==> config.mk <==
export PLATFORM = sky130hd
export DESIGN_NAME = load_store_unit
export DESIGN_NICKNAME = d
export VERILOG_FILES = /design/src/rtl/load_store_unit.sv
export SDC_FILE = /design/constraint.sdc
export NUM_CORES = 1
export LEC_CHECK = 0
export CAP_MARGIN = 5
export CORE_ASPECT_RATIO = 1.4
export CORE_MARGIN = 10
export CORE_UTILIZATION = 43
export CTS_BUF_LIST = sky130_fd_sc_hd__clkbuf_4 sky130_fd_sc_hd__clkbuf_8
export CTS_CLUSTER_DIAMETER = 60
export CTS_CLUSTER_SIZE = 14
export DETAILED_ROUTE_END_ITERATION = 12
export PLACE_DENSITY_LB_ADDON = 0.2
export SYNTH_ARGS = -nofsm -noshare
export SYNTH_HDL_FRONTEND = slang
export SYNTH_SLANG_ARGS = --single-unit
==> constraint.sdc <==
create_clock -name clk -period 2.11 [get_ports clk]
set_clock_uncertainty 0.15 [all_clocks]
set_input_delay 0.3165 -clock clk [delete_from_list [all_inputs] [get_ports clk]]
set_output_delay 0.3165 -clock clk [all_outputs]
set_load 0.05 [all_outputs]
==> src/rtl/load_store_unit.sv <==
// RV32I load/store unit: word-addressed memory initiator with sub-word RMW stores.
// Optional LSU_PERF_EN macro adds saturating load/store/error counters.
module load_store_unit #(
   parameter int ADDRESS_WIDTH = 32,
   parameter int DATA_WIDTH    = 32,
   parameter int MEM_WORDS     = 2**17
) (
   input  logic                     clk,
   input  logic                     rst,
   input  logic                     req_valid,
   output logic                     req_ready,
   input  logic                     is_store,
   input  logic [2:0]               funct3,
   input  logic [ADDRESS_WIDTH-1:0] addr,
   input  logic [DATA_WIDTH-1:0]    wdata,
   output logic                     resp_valid,
   output logic                     resp_err,
   output logic [DATA_WIDTH-1:0]    rdata,
   output logic                     mem_we,
   output logic [ADDRESS_WIDTH-3:0] mem_a,
   output logic [DATA_WIDTH-1:0]    mem_wd,
   input  logic [DATA_WIDTH-1:0]    mem_rd
`ifdef LSU_PERF_EN
   ,
   output logic [15:0]              load_cnt,
   output logic [15:0]              store_cnt,
   output logic [15:0]              err_cnt
`endif
);

   localparam logic [ADDRESS_WIDTH-1:0] MEM_LIM = ADDRESS_WIDTH'(MEM_WORDS);

   typedef enum logic [1:0] {IDLE, ACCESS, RMW_WR, RESP} state_t;

   typedef struct packed {
      logic                     st;
      logic [2:0]               f3;
      logic [ADDRESS_WIDTH-1:0] addr;
      logic [DATA_WIDTH-1:0]    wdata;
      logic                     err;
   } req_t;

   state_t                state, next;
   req_t                  rq;
   logic                  accept;
   logic                  req_err;
   logic                  word_op;
   logic [DATA_WIDTH-1:0] old_q;
   logic [DATA_WIDTH-1:0] shifted;
   logic [DATA_WIDTH-1:0] ld_ext;
   logic [DATA_WIDTH-1:0] merged;

   assign accept  = req_valid && req_ready;
   assign word_op = (rq.f3[1:0] == 2'b10);
   assign mem_a   = rq.addr[ADDRESS_WIDTH-1:2];

   always_comb begin
      req_err = 1'b0;
      if (funct3 == 3'b011 || funct3 == 3'b110 || funct3 == 3'b111)
         req_err = 1'b1;
      if (is_store && funct3[2])
         req_err = 1'b1;
      if (funct3[1:0] == 2'b01 && addr[0])
         req_err = 1'b1;
      if (funct3[1:0] == 2'b10 && addr[1:0] != 2'b00)
         req_err = 1'b1;
      if ({2'b00, addr[ADDRESS_WIDTH-1:2]} >= MEM_LIM)
         req_err = 1'b1;
   end

   always_ff @(posedge clk) begin
      if (rst)
         state <= IDLE;
      else
         state <= next;
   end

   always_comb begin
      next = state;
      unique case (state)
         IDLE:
            if (accept)
               next = req_err ? RESP : ACCESS;
         ACCESS:
            next = (rq.st && !word_op) ? RMW_WR : RESP;
         RMW_WR:
            next = RESP;
         RESP:
            next = IDLE;
         default:
            next = IDLE;
      endcase
   end

   always_comb begin
      req_ready  = (state == IDLE);
      resp_valid = (state == RESP);
      mem_we     = 1'b0;
      mem_wd     = '0;
      if (state == ACCESS && rq.st && word_op) begin
         mem_we = 1'b1;
         mem_wd = rq.wdata;
      end
      if (state == RMW_WR) begin
         mem_we = 1'b1;
         mem_wd = merged;
      end
      // a write must never reach memory during a reset cycle
      if (rst)
         mem_we = 1'b0;
   end

   assign shifted = mem_rd >> {rq.addr[1:0], 3'b000};

   always_comb begin
      ld_ext = mem_rd;
      unique case (1'b1)
         rq.f3[1:0] == 2'b00:
            ld_ext = {{24{shifted[7] & ~rq.f3[2]}}, shifted[7:0]};
         rq.f3[1:0] == 2'b01:
            ld_ext = {{16{shifted[15] & ~rq.f3[2]}}, shifted[15:0]};
         default:
            ld_ext = mem_rd;
      endcase
   end

   always_comb begin
      merged = old_q;
      if (rq.f3[0]) begin
         if (rq.addr[1])
            merged[31:16] = rq.wdata[15:0];
         else
            merged[15:0] = rq.wdata[15:0];
      end else begin
         unique case (rq.addr[1:0])
            2'b00: merged[7:0]   = rq.wdata[7:0];
            2'b01: merged[15:8]  = rq.wdata[7:0];
            2'b10: merged[23:16] = rq.wdata[7:0];
            2'b11: merged[31:24] = rq.wdata[7:0];
            default: merged = old_q;
         endcase
      end
   end

   always_ff @(posedge clk) begin
      if (rst) begin
         rq    <= '0;
         old_q <= '0;
      end else begin
         if (accept) begin
            rq.st    <= is_store;
            rq.f3    <= funct3;
            rq.addr  <= addr;
            rq.wdata <= wdata;
            rq.err   <= req_err;
         end
         if (state == ACCESS && rq.st && !word_op)
            old_q <= mem_rd;
      end
   end

   // results change only as RESP is entered, so they hold between responses
   always_ff @(posedge clk) begin
      if (rst) begin
         resp_err <= 1'b0;
         rdata    <= '0;
      end else if (next == RESP && state != RESP) begin
         resp_err <= (state == IDLE);
         rdata    <= (state == ACCESS && !rq.st) ? ld_ext : '0;
      end
   end

`ifdef LSU_PERF_EN
   always_ff @(posedge clk) begin
      if (rst) begin
         load_cnt  <= '0;
         store_cnt <= '0;
         err_cnt   <= '0;
      end else if (state == RESP) begin
         if (rq.err) begin
            if (err_cnt != 16'hFFFF)
               err_cnt <= err_cnt + 16'd1;
         end else if (rq.st) begin
            if (store_cnt != 16'hFFFF)
               store_cnt <= store_cnt + 16'd1;
         end else begin
            if (load_cnt != 16'hFFFF)
               load_cnt <= load_cnt + 16'd1;
         end
      end
   end
`endif

endmodule

==> flow_summary.ini <==
[placed_design]
dp_hpwl_um = 16260
place_area_um2 = 9002
gp_congestion = 0.8899
portBuffers = 200
dp.cells = 1148
post-place-ws_ps = -539.6

[logic_synthesis]
ys_ff_latch = 135
yosysWarnings = 0
synth.distinct_cells = 45
synth-simple-area-share_pct = 21.14
synth-xor-area-share_pct = 0
syn_nets = 901
synth_cells = 794
ys_seq_area_share_pct = 43.07
synth_compound_area_share_pct = 22.65
synth_mux_area_share_pct = 3.569
synthFlopType = dfxtp_1
synthArstFlopShare_pct = 0
syn_avg_cell_area_um2 = 7.903
syn_area_um2 = 6275
synthAdderAreaFrac_pct = 0.7976
synth_top_family_by_area = compound AO/OA/AOI/OAI gates
synth_edf_count = 0

[clock_network]
path_clk_slew_ps = 80
cts_tree = yes
cts_made_buffers = 17
cts-root-buf = clkbuf_8
clk_latency_ps = 440
clk_path_buf_depth = 2
cts_sinks = 135
hold_buffers = 0
cts_max_level = 4

[worst_hold_path]
min-delay-path-class = input port to register
hold_depth = 3

[route]
wl_um = 23350
drc_errors = 0
dr.pass1.iters = 5
viasPerCell = 5.362
dr.first_iter.drc_count = 379
ant_nets = 0
wl_per_cell_um = 19.07
num_vias = 6563

[critical_path]
required_ps = 1640
cp_data_arrival_time_ps = 1990
crit_path_max_fanout = 8
crit_path_end_kind = output port
crit_type = register to output port
reg2reg_depth = 8
start_kind = register

[global_route]
grt_pass1_vias = 6529
grt-ovfl-total = 0
grt_usage_pct = 22.22
antenna_found_initial = 0
grt_start_max_net_pins = 69
grt_pass1_wl_um = 34850

[power]
vdd_ir_drop_max_v = 0.0005799
p_per_area_nw_per_um2 = 1036
power_w = 0.01075
power.leakage_nw = 4.278

[timing]
relSlewSlack_pct = 51.79
rsz0062_at_grt = true
min_period_over_period_pct = 116.3
tightest_slew_ps = 723.1
setup_viol = 65
max_freq_mhz = 407.7
setup_ws_ps = -343.0
fin_crit_ps = 2453
whs_ps = 181.3
drv_slew = 0
finalHoldViolCount = 0

[floorplan]
dieArea_um2 = 19890
fp-row-count = 52
die_y_um = 162.9
io_pins = 201
floorplan.initialDensity_pct = 43.64
core_area_um2 = 14380
die_w_um = 122.1

[cells_and_area]
drive_above_1_share_pct = 28.41
nets = 1129
fin_cells = 1224
syn_to_final_growth_pct = 65.44
diodes = 0
fin_area_um2 = 10380

[job]
drv_cap = 0

[outcome]
status = complete, but fails checks
violations = setup timing
## final timing paths
check	endpoint	startpoint	slack [ps]
setup / recovery	mem_wd[6]	state[1]	-340
hold / removal	rdata[7]	rst	180
setup reg to reg	rdata[17]	rq[33]	-150
hold reg to reg	mem_a[26]	mem_a[26]	300
## what timing repair did
item                                    CTS  global route
pin swaps                                33            28
gates cloned                              3             0
setup buffers                            24            22
gates resized for setup                  68            72
endpoints found under the setup margin   64           121
## layout by cell type, fill, tap and decap left out, drive strengths merged
cell type      instances
mux4                   1
mux2                   9
mux2i                 10
bufinv                 2
nor3                   4
clkinvlp               5
o21ai                  8
nand3                  1
a21oi                119
a21o                   2
clkbuf                19
dlymetal6s2s          22
o32ai                  9
a22o                  32
o22ai                  7
o2bb2ai                8
nor2                  18
a221oi                 1
o31ai                  2
buf                  141
and2                   1
a211oi                 2
nor4                   4
or4                    1
inv                   18
nor2b                 11
nand2b                28
nand3b                 1
a211o                  1
a31oi                  1
or3                    1
nand2                244
dfxtp                135
o2111a                 1
ha                     4
clkinv                 2
clkdlybuf4s50        132
o31a                  12
o221ai                16
## worst max-delay path: stages, from the launching register on
cell     delay [ps]
dfxtp_4         390
inv_4            40
ha_4            160
nand2_4          70
nor3_4           40
buf_12          130
a21o_1          180
buf_12          140
a22o_4          230
buf_12          140
## metal layers
| metal | vias up | GRT usage, % | share of wire, % |
|---|---|---|---|
| met3 | 59 | 8.258 | 9.1 |
| met1 | 3071 | 23.68 | 36 |
| met2 | 273 | 38.52 | 51 |
| li1 | 3160 | - | - |
| met4 | 0 | 9.023 | 3.4 |
| met5 | - | 0 | 0 |
## report_power, final
part           internal [W]  switching [W]  leakage [nW]
sequential          0.00297       0.000309          1.10
combinational       0.00220        0.00309          2.98
clock               0.00111        0.00109         0.193
## area by class of cell
class,instances,area [um2]
timing repair buffer,295,3263
sequential,135,2721
clock buffer,19,255.2
inverter,14,63.81
clock inverter,13,143.9
tap,189,236.5
fill,1085,3998
multi-input combinational,559,3697
## synthesized netlist by cell type, drive strengths merged (2+ instances only)
master / number / area share (%)
nor3: 4 / 0.32
nand2: 244 / 15
o31ai: 2 / 0.24
o21ai: 8 / 0.64
a21oi: 119 / 9.5
mux2: 9 / 1.6
nand2b: 28 / 2.8
o32ai: 9 / 1.3
clkbuf: 43 / 2.6
a21o: 2 / 0.24
o221ai: 16 / 2.2
nor4: 4 / 0.74
nor2: 18 / 1.1
dfxtp: 135 / 43
o22ai: 7 / 0.70
o31a: 9 / 1.4
nor2b: 11 / 1.1
o2bb2ai: 8 / 1.1
ha: 4 / 0.80
inv: 13 / 0.78
buf: 46 / 5.4
mux2i: 10 / 1.6
a211oi: 2 / 0.24
a22o: 32 / 4.5
## stage by stage
stage | util [%] | TNS [ps]
CTS | 69.25 | -10550
floorplan | - | -230.6
global route | 72.20 | -15120
global placement | 62.61 | -18360
detailed placement | 62.61 | -19110
finish | 72.20 | -11180
## sequential cells by signal, indices dropped and copies added, names as in the netlist
name and cells:
rdata 32, resp_err 1, mem_a 30, rq 38, old_q 32, state 2
## kinds of logic (layout without fill, tap and decap cells)
logic type / count (synthesis) / in the layout
compound gates: 218 / 221
fa+ha+maj: 4 / 4
buf+inv: 103 / 341
flops: 135 / 135
mux: 20 / 20
simple gates: 314 / 314
Power figures use the tool's default switching activity.
